File: src/rtl/pulse_seq_pkg.sv
// Shared definitions for the pulse test sequencer.
// Contents: FSM state encoding, result-record field layout, timeout tag,
// counter width and a saturating-increment helper.
package pulse_seq_pkg;

    localparam int CNT_W       = 16;
    localparam int REC_W       = 57;
    localparam int REC_TAG_MSB = 56;
    localparam int DELAY_LSB   = 24;
    localparam int DELAY_W     = 32;
    localparam int ERR_W       = 24;

    localparam logic [1:0] TIMEOUT_TAG = 2'b11;

    typedef enum logic [2:0] {
        ST_IDLE,
        ST_PREDRAIN,
        ST_ARM,
        ST_WAIT,
        ST_READ,
        ST_EVAL,
        ST_DONE
    } seq_state_t;

    function automatic logic [CNT_W-1:0] sat_inc(input logic [CNT_W-1:0] v);
        return (v == '1) ? v : v + CNT_W'(1);
    endfunction

endpackage

File: src/rtl/pulse_record_classifier.sv
// Combinational classifier for one 57-bit tester result record.
// Ports:
//   rec_data   in  57  raw record from the tester FIFO
//   is_timeout out 1   record carries the timeout tag
//   delay_fail out 1   delay exceeds DELAY_MAX (never set for timeouts)
//   width_fail out 1   |width error| exceeds WIDTH_TOL (never set for timeouts)
//   delay      out 32  delay field of the record
module pulse_record_classifier
    import pulse_seq_pkg::*;
#(
    parameter logic [31:0] DELAY_MAX = 32'd64,
    parameter logic [23:0] WIDTH_TOL = 24'd8
) (
    input  logic [REC_W-1:0]   rec_data,
    output logic               is_timeout,
    output logic               delay_fail,
    output logic               width_fail,
    output logic [DELAY_W-1:0] delay
);

    logic [ERR_W-1:0] err;
    logic [ERR_W:0]   err_ext;
    logic [ERR_W:0]   err_mag;

    assign is_timeout = (rec_data[REC_TAG_MSB -: 2] == TIMEOUT_TAG);
    assign delay      = rec_data[DELAY_LSB +: DELAY_W];
    assign err        = rec_data[ERR_W-1:0];

    // One extra bit so the most negative error (-2^23) has a representable magnitude.
    assign err_ext = {err[ERR_W-1], err};
    assign err_mag = err_ext[ERR_W] ? (~err_ext + {{ERR_W{1'b0}}, 1'b1}) : err_ext;

    assign delay_fail = !is_timeout && (delay > DELAY_MAX);
    assign width_fail = !is_timeout && (err_mag > {1'b0, WIDTH_TOL});

endmodule

File: src/rtl/pulse_test_sequencer.sv
// Runs repeated pulse-tester trials and reduces result records to counters.
// Ports:
//   clk, rst_n        clock, async active-low reset
//   start, abort      run request / run abort
//   num_trials [16]   trials per run, latched on accepted start
//   busy, done        run in progress / last run completed normally
//   tester_start      one-cycle trial strobe to the tester
//   rec_data [57], rec_empty, rec_rd_en   tester result FIFO read side
//   pass_cnt, fail_delay_cnt, fail_width_cnt, timeout_cnt [16]  saturating counters
//   max_delay [32]    largest delay among non-timeout records this run
//
// state    | meaning
// IDLE     | waiting for start
// PREDRAIN | pop stale records until FIFO seen empty two cycles in a row
// ARM      | tester_start high for this cycle
// WAIT     | waiting for the trial's record
// READ     | rec_rd_en high; data valid next cycle
// EVAL     | classify record, update counters, pick next trial or finish
// DONE     | raise done, drop busy
module pulse_test_sequencer
    import pulse_seq_pkg::*;
#(
    parameter logic [31:0] DELAY_MAX = 32'd64,
    parameter logic [23:0] WIDTH_TOL = 24'd8
) (
    input  logic             clk,
    input  logic             rst_n,
    input  logic             start,
    input  logic             abort,
    input  logic [CNT_W-1:0] num_trials,
    output logic             busy,
    output logic             done,
    output logic             tester_start,
    input  logic [REC_W-1:0] rec_data,
    input  logic             rec_empty,
    output logic             rec_rd_en,
    output logic [CNT_W-1:0] pass_cnt,
    output logic [CNT_W-1:0] fail_delay_cnt,
    output logic [CNT_W-1:0] fail_width_cnt,
    output logic [CNT_W-1:0] timeout_cnt,
    output logic [31:0]      max_delay
);

    seq_state_t       state;
    logic [CNT_W-1:0] trials_q;
    logic [CNT_W-1:0] trial_cnt;
    logic [CNT_W-1:0] trial_next;
    logic             empty_seen;

    logic             is_timeout;
    logic             delay_fail;
    logic             width_fail;
    logic [31:0]      rec_delay;

    pulse_record_classifier #(
        .DELAY_MAX (DELAY_MAX),
        .WIDTH_TOL (WIDTH_TOL)
    ) u_classifier (
        .rec_data   (rec_data),
        .is_timeout (is_timeout),
        .delay_fail (delay_fail),
        .width_fail (width_fail),
        .delay      (rec_delay)
    );

    // Never wraps: the run ends on exact equality with the latched count.
    assign trial_next = trial_cnt + CNT_W'(1);

    always_ff @(posedge clk or negedge rst_n) begin
        if (!rst_n) begin
            state          <= ST_IDLE;
            busy           <= 1'b0;
            done           <= 1'b0;
            tester_start   <= 1'b0;
            rec_rd_en      <= 1'b0;
            pass_cnt       <= '0;
            fail_delay_cnt <= '0;
            fail_width_cnt <= '0;
            timeout_cnt    <= '0;
            max_delay      <= '0;
            trials_q       <= '0;
            trial_cnt      <= '0;
            empty_seen     <= 1'b0;
        end else begin
            tester_start <= 1'b0;
            rec_rd_en    <= 1'b0;
            case (state)
                ST_IDLE: begin
                    if (start && !abort) begin
                        pass_cnt       <= '0;
                        fail_delay_cnt <= '0;
                        fail_width_cnt <= '0;
                        timeout_cnt    <= '0;
                        max_delay      <= '0;
                        done           <= 1'b0;
                        busy           <= 1'b1;
                        trials_q       <= num_trials;
                        trial_cnt      <= '0;
                        empty_seen     <= 1'b0;
                        state          <= ST_PREDRAIN;
                    end
                end
                ST_PREDRAIN: begin
                    if (abort) begin
                        busy  <= 1'b0;
                        state <= ST_IDLE;
                    end else if (rec_empty) begin
                        if (empty_seen) begin
                            tester_start <= (trials_q != '0);
                            state        <= (trials_q == '0) ? ST_DONE : ST_ARM;
                        end else begin
                            empty_seen <= 1'b1;
                        end
                    end else begin
                        // Pop every other cycle so the flag can settle after each pop.
                        empty_seen <= 1'b0;
                        rec_rd_en  <= !rec_rd_en;
                    end
                end
                ST_ARM: begin
                    if (abort) begin
                        busy  <= 1'b0;
                        state <= ST_IDLE;
                    end else begin
                        state <= ST_WAIT;
                    end
                end
                ST_WAIT: begin
                    if (abort) begin
                        busy  <= 1'b0;
                        state <= ST_IDLE;
                    end else if (!rec_empty) begin
                        rec_rd_en <= 1'b1;
                        state     <= ST_READ;
                    end
                end
                ST_READ: begin
                    state <= ST_EVAL;
                end
                ST_EVAL: begin
                    trial_cnt <= trial_next;
                    if (is_timeout) begin
                        timeout_cnt <= sat_inc(timeout_cnt);
                    end else begin
                        if (delay_fail)
                            fail_delay_cnt <= sat_inc(fail_delay_cnt);
                        if (width_fail)
                            fail_width_cnt <= sat_inc(fail_width_cnt);
                        if (!delay_fail && !width_fail)
                            pass_cnt <= sat_inc(pass_cnt);
                        if (rec_delay > max_delay)
                            max_delay <= rec_delay;
                    end
                    if (abort) begin
                        busy  <= 1'b0;
                        state <= ST_IDLE;
                    end else if (trial_next == trials_q) begin
                        state <= ST_DONE;
                    end else begin
                        tester_start <= 1'b1;
                        state        <= ST_ARM;
                    end
                end
                ST_DONE: begin
                    done  <= 1'b1;
                    busy  <= 1'b0;
                    state <= ST_IDLE;
                end
                default: begin
                    busy  <= 1'b0;
                    state <= ST_IDLE;
                end
            endcase
        end
    end

endmodule

File: config.mk
export PLATFORM = sky130hd
export DESIGN_NAME = pulse_test_sequencer
export DESIGN_NICKNAME = d
export VERILOG_FILES = /design/src/rtl/pulse_seq_pkg.sv /design/src/rtl/pulse_record_classifier.sv /design/src/rtl/pulse_test_sequencer.sv
export SDC_FILE = /design/constraint.sdc
export NUM_CORES = 1
export LEC_CHECK = 0
export ABC_AREA = 1
export CORE_MARGIN = 3
export CORE_UTILIZATION = 58
export CTS_CLUSTER_DIAMETER = 30
export DETAILED_ROUTE_END_ITERATION = 10
export MAX_ROUTING_LAYER = met4
export PLACE_DENSITY = 0.87
export SYNTH_ARGS = -nofsm -noshare
export SYNTH_HDL_FRONTEND = slang
export SYNTH_HIERARCHICAL = 1
export SYNTH_SLANG_ARGS = --single-unit
File: constraint.sdc
create_clock -name clk -period 2.8 [get_ports clk]
set_input_delay 0.56 -clock clk [delete_from_list [all_inputs] [get_ports clk]]
set_output_delay 0.56 -clock clk [all_outputs]
set_load 0.05 [all_outputs]
# Word level (Yosys, flattened, before mapping)
# Index checks and enable logic that the tools add are counted.
# word_totals
reg_bits	136
latchBits	0
ramBits	0
mem_bits_ro	0
out_inout_bits	100
wordCells	131
memories	0
# classes
add_sub_neg	6
mul	0
div_mod_pow	0
magnitude_cmp	3
n_eq_ne	28
shift	0
muxes	52
bitwise_logic	2
n_reduce_logical	27
# op_table
operator	count
$mux 16	12
$pmux 16 s2	5
$mux 32	3
$add 16x1->16 const B	5
$eq 16x16->1 const B	4
$pmux 32 s2	1
$gt 32x32->1	1
$gt 32x7->1 const B	1
$mux 3	9
$add 25x1->25 const B	1
$gt 25x4->1 const B	1
$mux 25	1
$not 25->25	1
$ne 2x2->1 const B	11
$pmux 3 s6	1
$eq 16x16->1	1
$logic_not 16->1	1
$reduce_bool 16->1	1
$reduce_and 5->1	3
$mux 1	14
$reduce_and 4->1	3
$eq 3x3->1 const B	3
$ne 3x3->1 const B	3
$pmux 1 s2	4
14 further kinds	28

# Logic depth before layout (Yosys ltp)
# depth
ltp_word	10
ltp_mapped	21
mapped_depth_nobuf	21

# Modules after synthesis
# The synthesis kept the hierarchy.
# by_module_without_submodules
mod	n_inst	cells_per_inst	area_per_inst_um2	seq_area_each_um2
pulse_test_sequencer	1	1141	8345.5	3403.3
pulse_record_classifier	1	252	1218.7	0.0

# Worst setup path before layout
# Ideal clock, no wire load.
# synth_timing
path_type	input to register
start	in rec_data[0]
end	reg pass_cnt[10]
arrival_ps	2349
t_required_ps	2680
slack_ps	331
stages	19
n_path_buf	1
path_cell_list	inv_1 ha_1 nand2_2 nor2_4 nand2_2 nand2_2 nand2_1 nand2_1 nand2_1 nor2_1 nand2_1 nor2_1 a21oi_1 nor2_1 o211ai_1 nand2_2 buf_4 nand4_1 and3_1
# synth_via
elab_chain_len	9
# synth_lines
element	line	text
start, declared	pulse_test_sequencer.sv:34	input logic [REC_W-1:0] rec_data,
$not 25->25	pulse_record_classifier.sv:31	assign err_mag = err_ext[ERR_W] ? (~err_ext + {{ERR_W{1'b0}}, 1'b1}) : err_ext;
$add 25x1->25	pulse_record_classifier.sv:31	
$mux 25 (*)	pulse_record_classifier.sv:31	
$gt 25x4->1 (*)	pulse_record_classifier.sv:34	assign width_fail = !is_timeout && (err_mag > {1'b0, WIDTH_TOL});
$logic_and 1x1->1 (*)	pulse_record_classifier.sv:34	
net width_fail	pulse_test_sequencer.sv:52	logic width_fail;
$logic_not 1->1 (*)	pulse_test_sequencer.sv:149	if (!delay_fail && !width_fail)
$logic_and 1x1->1 (*)	pulse_test_sequencer.sv:149	
$ne 2x2->1 (no source line) (*)	-	
$reduce_and 5->1 (no source line) (*)	-	
end signal, assigned	pulse_test_sequencer.sv:150	pass_cnt <= sat_inc(pass_cnt);
end, declared	pulse_test_sequencer.sv:37	output logic [CNT_W-1:0] pass_cnt,
# The timed path passes the listed nets; every way through them passes the cells marked *.
# A chain may end at the register's enable or synchronous reset.

# Final worst setup path
# layout_timing
start	in rec_data[11]
end	reg pass_cnt[8]
# Same word-level chain as after synthesis.

==> flow_summary.toml <==
[power]
leakagePower_uw = 0.005963
pwr_density_cell_nw_per_um2 = 588.3
vdd_drop_max_uv = 681.6

[final_layout]
syn2layout_area_growth_pct = 31.57
diodes = 0
utilization_pct = 78.64
drive_gt1_share_pct = 11.40
nNetsFinal = 1717

[hold_path]
hp-class = "input pin to asynchronous set/reset pin"

[route]
vias = 10260
wl_per_cell_um = 15.59
first_iter_violations = 847
first_pass_iters = 7
ant_nets = 0
remaining_drc_errors = 0
wirelength_um = 28530
via_per_inst = 5.607

[worst_setup_path]
r2r-start = "trial_cnt[0]"
reg2reg_to = "tester_start"
crit_type = "input pin to flip-flop"
required_ns = 3.12
reg2reg_slack_ns = 0.39
crit_path_end_kind = "flip-flop"
start_kind = "input pin"
rr_worst_depth = 12
critPathArrivalTime_ns = 2.99
path_max_fanout = 5

[synthesis]
synth-compound-area-share_pct = 8.621
synth_top_family_by_area = "simple AND/OR/NAND/NOR gates"
synth_area_leaders = "dfrtp_1 36%, nand2_1 15%, inv_1 7.6%"
synthXorXnorAreaFrac_pct = 2.302
synth-simple-area-share_pct = 36.38
syn_area_per_cell_sq_um = 6.866
postSynth.asyncResetShare_pct = 100.0
yosys.area.top_type = "dfrtp_1"
yosysUniqueCellTypes = 47
seq_area_frac_synth_pct = 35.58
synth_cells = 1393
muxShareOfSynthArea_pct = 0
yosys.area.top_type_share_pct = 35.58
synth_warnings = 6
synth_fp_nets = 1509
synth_ff_type = "dfrtp_1"
synth-edff-count = 0
synth-seq-cells = 136
synth_fa_ha_area_share_pct = 4.971
syn_area_sq_um = 9564

[sta]
worst_hold_slack_ns = 0.1131
worst_pin_slew_ns = 0.6669
finalCritPeriodShare_pct = 95.55
min_period_ns = 2.675
slew_viol_final = 0
setup_viol = 0
skew_ns = 0.01546
hold_viol = 0
fmax_ghz = 0.3738
worst_slew_margin_rel_pct = 55.13

[die]
die_w_um = 134.4
initial_core_util_pct = 59.77
row_count = 46
die_area_sq_um = 18070
core_sq_um = 16000
ios = 178
die_y_um = 134.4

[flow_run]
drv_cap = 0

[clock_network]
clkTransAtPathRegs_ns = 0.07
ctsHoldBuffers = 0
cts-htree-levels = 4
cts_max_path_buffers = 2
cts_buffers = 17
cts_tree = "built"
cts_root_buf = "clkbuf_16"
cts.sinks = 136
insertion_delay_ns = 0.43

[global_routing]
grt_pass1_wl_um = 46000
grt_max_degree = 67
grt_usage_pct = 32.02
gr-total-overflow = 0
grt_pass1_vias = 9950
antenna_found_initial = 0

[status]
outcome = "complete, no violations"

[place]
numPortBuffers = 177
gp_congestion = 0.9575
hpwlAfterDp_um = 20540
-- flip-flops by register name, indices dropped and copies added, names as in the netlist --
name            cells
state               3
trial_cnt          16
max_delay          32
done                1
empty_seen          1
busy                1
fail_width_cnt     16
trials_q           16
tester_start        1
timeout_cnt        16
pass_cnt           16
fail_delay_cnt     16
rec_rd_en           1
-- worst max path at each step --
stage / from / to / slack, ns / cells past startpoint
2_1_floorplan: rec_data[0] / pass_cnt[10] / 0.33 / 19
3_3_place_gp: rec_data[0] / pass_cnt[13] / -0.35 / 20
3_5_place_dp: rec_data[0] / pass_cnt[12] / -0.47 / 20
4_1_cts: rec_data[0] / pass_cnt[13] / 0.006 / 20
5_1_grt: rec_data[9] / pass_cnt[10] / -0.03 / 19
6_report: rec_data[11] / pass_cnt[8] / 0.12 / 19
-- synthesized netlist by cell type, types with 11 or more instances --
cell type and count:
dfrtp_1 136, buf_4 35, nor4_1 16, o31ai_1 12
ha_1 38, nor3_1 32, nor2_1 146, a21oi_1 44
nand4_1 35, buf_2 11, nand2_2 17, clkbuf_1 16
inv_1 193, xor2_1 18, nand2_1 376, o21ai_0 55
nand3_1 135
-- cell usage in the layout (no fill, tap or decap), types with 12 or more instances in the layout --
cell type,netlist,layout
nand2_2,17,17
clkdlybuf4s50_1,0,165
dfrtp_1,136,136
a21oi_1,44,43
xor2_1,18,18
ha_1,38,37
clkbuf_16,0,18
nor3_1,32,32
nand4_1,35,35
nor4_1,16,16
buf_4,35,71
inv_1,193,189
nand3_1,135,135
o21ai_0,55,50
nor2_2,7,19
nand2_1,376,375
nor2_1,146,132
inv_2,9,12
-- logic make-up (layout without fill, tap and decap cells) --
| family | after synthesis | in the layout |
|---|---|---|
| flip-flops | 136 | 136 |
| AND/OR/NAND/NOR | 787 | 787 |
| XOR/XNOR | 22 | 22 |
| AO/OA/AOI/OAI | 142 | 142 |
| adder cells (fa/ha/maj) | 38 | 38 |
| buffers and inverters | 268 | 489 |
-- metrics by stage --
stage               cells  worst slack [ns]  setup TNS, ns  area (sq um)  total power (uW)
floorplan            1393            0.3315              0          9564              4039
global placement     1793           -0.3480         -9.987         11800              4882
detailed placement   1793           -0.4667         -13.90         11800              4961
CTS                  1825          0.006090              0         12420              7333
global route         1830          -0.02911        -0.1412         12580              7735
finish               1830            0.1247              0         12580              7403
-- per-layer routing --
metal	track usage, %	part of all wire (%)	vias to the layer above
li1	-	-	4900
met1	38.86	40	4830
met2	55.03	50	466
met3	6.002	8.0	64
met4	8.710	1.9	0
met5	-	0	-
-- critical path, stage by stage --
cell and delay, ns:
clkdlybuf4s50_1 0.48, nor2_1 0.15, nand2_1 0.07, nor2_1 0.16
nand3b_1 0.12, nand2_1 0.10, nand2_1 0.06, nand2_1 0.07
inv_1 0.04, nand3_1 0.08, nor2_2 0.06, a21oi_2 0.22
nor2_1 0.08, o211ai_1 0.12, nand2_2 0.15, clkbuf_16 0.20
buf_4 0.13, nand4_1 0.06, o21ai_0 0.08
-- where the power goes --
part / internal [uW] / leakage (uW) / switching [uW]
combinational: 924 / 0.00381 / 1710
clock: 1420 / 0.000293 / 954
sequential: 2190 / 0.00186 / 199
-- cell type report --
cell class	instances	area, sq um
fill	1144	3417
tap	216	270.3
multi-input combinational	989	5077
inverter	203	767.0
clock buffer	17	425.4
timing repair buffer	254	2450
sequential	136	3403
clock inverter	15	190.2
-- what timing repair did --
action,CTS,global route
endpoints found under the setup margin,8,30
pin swaps,0,18
gates resized for setup,2,45
buffers inserted,0,4
gates cloned,0,1
(Power assumes the default switching activity.)
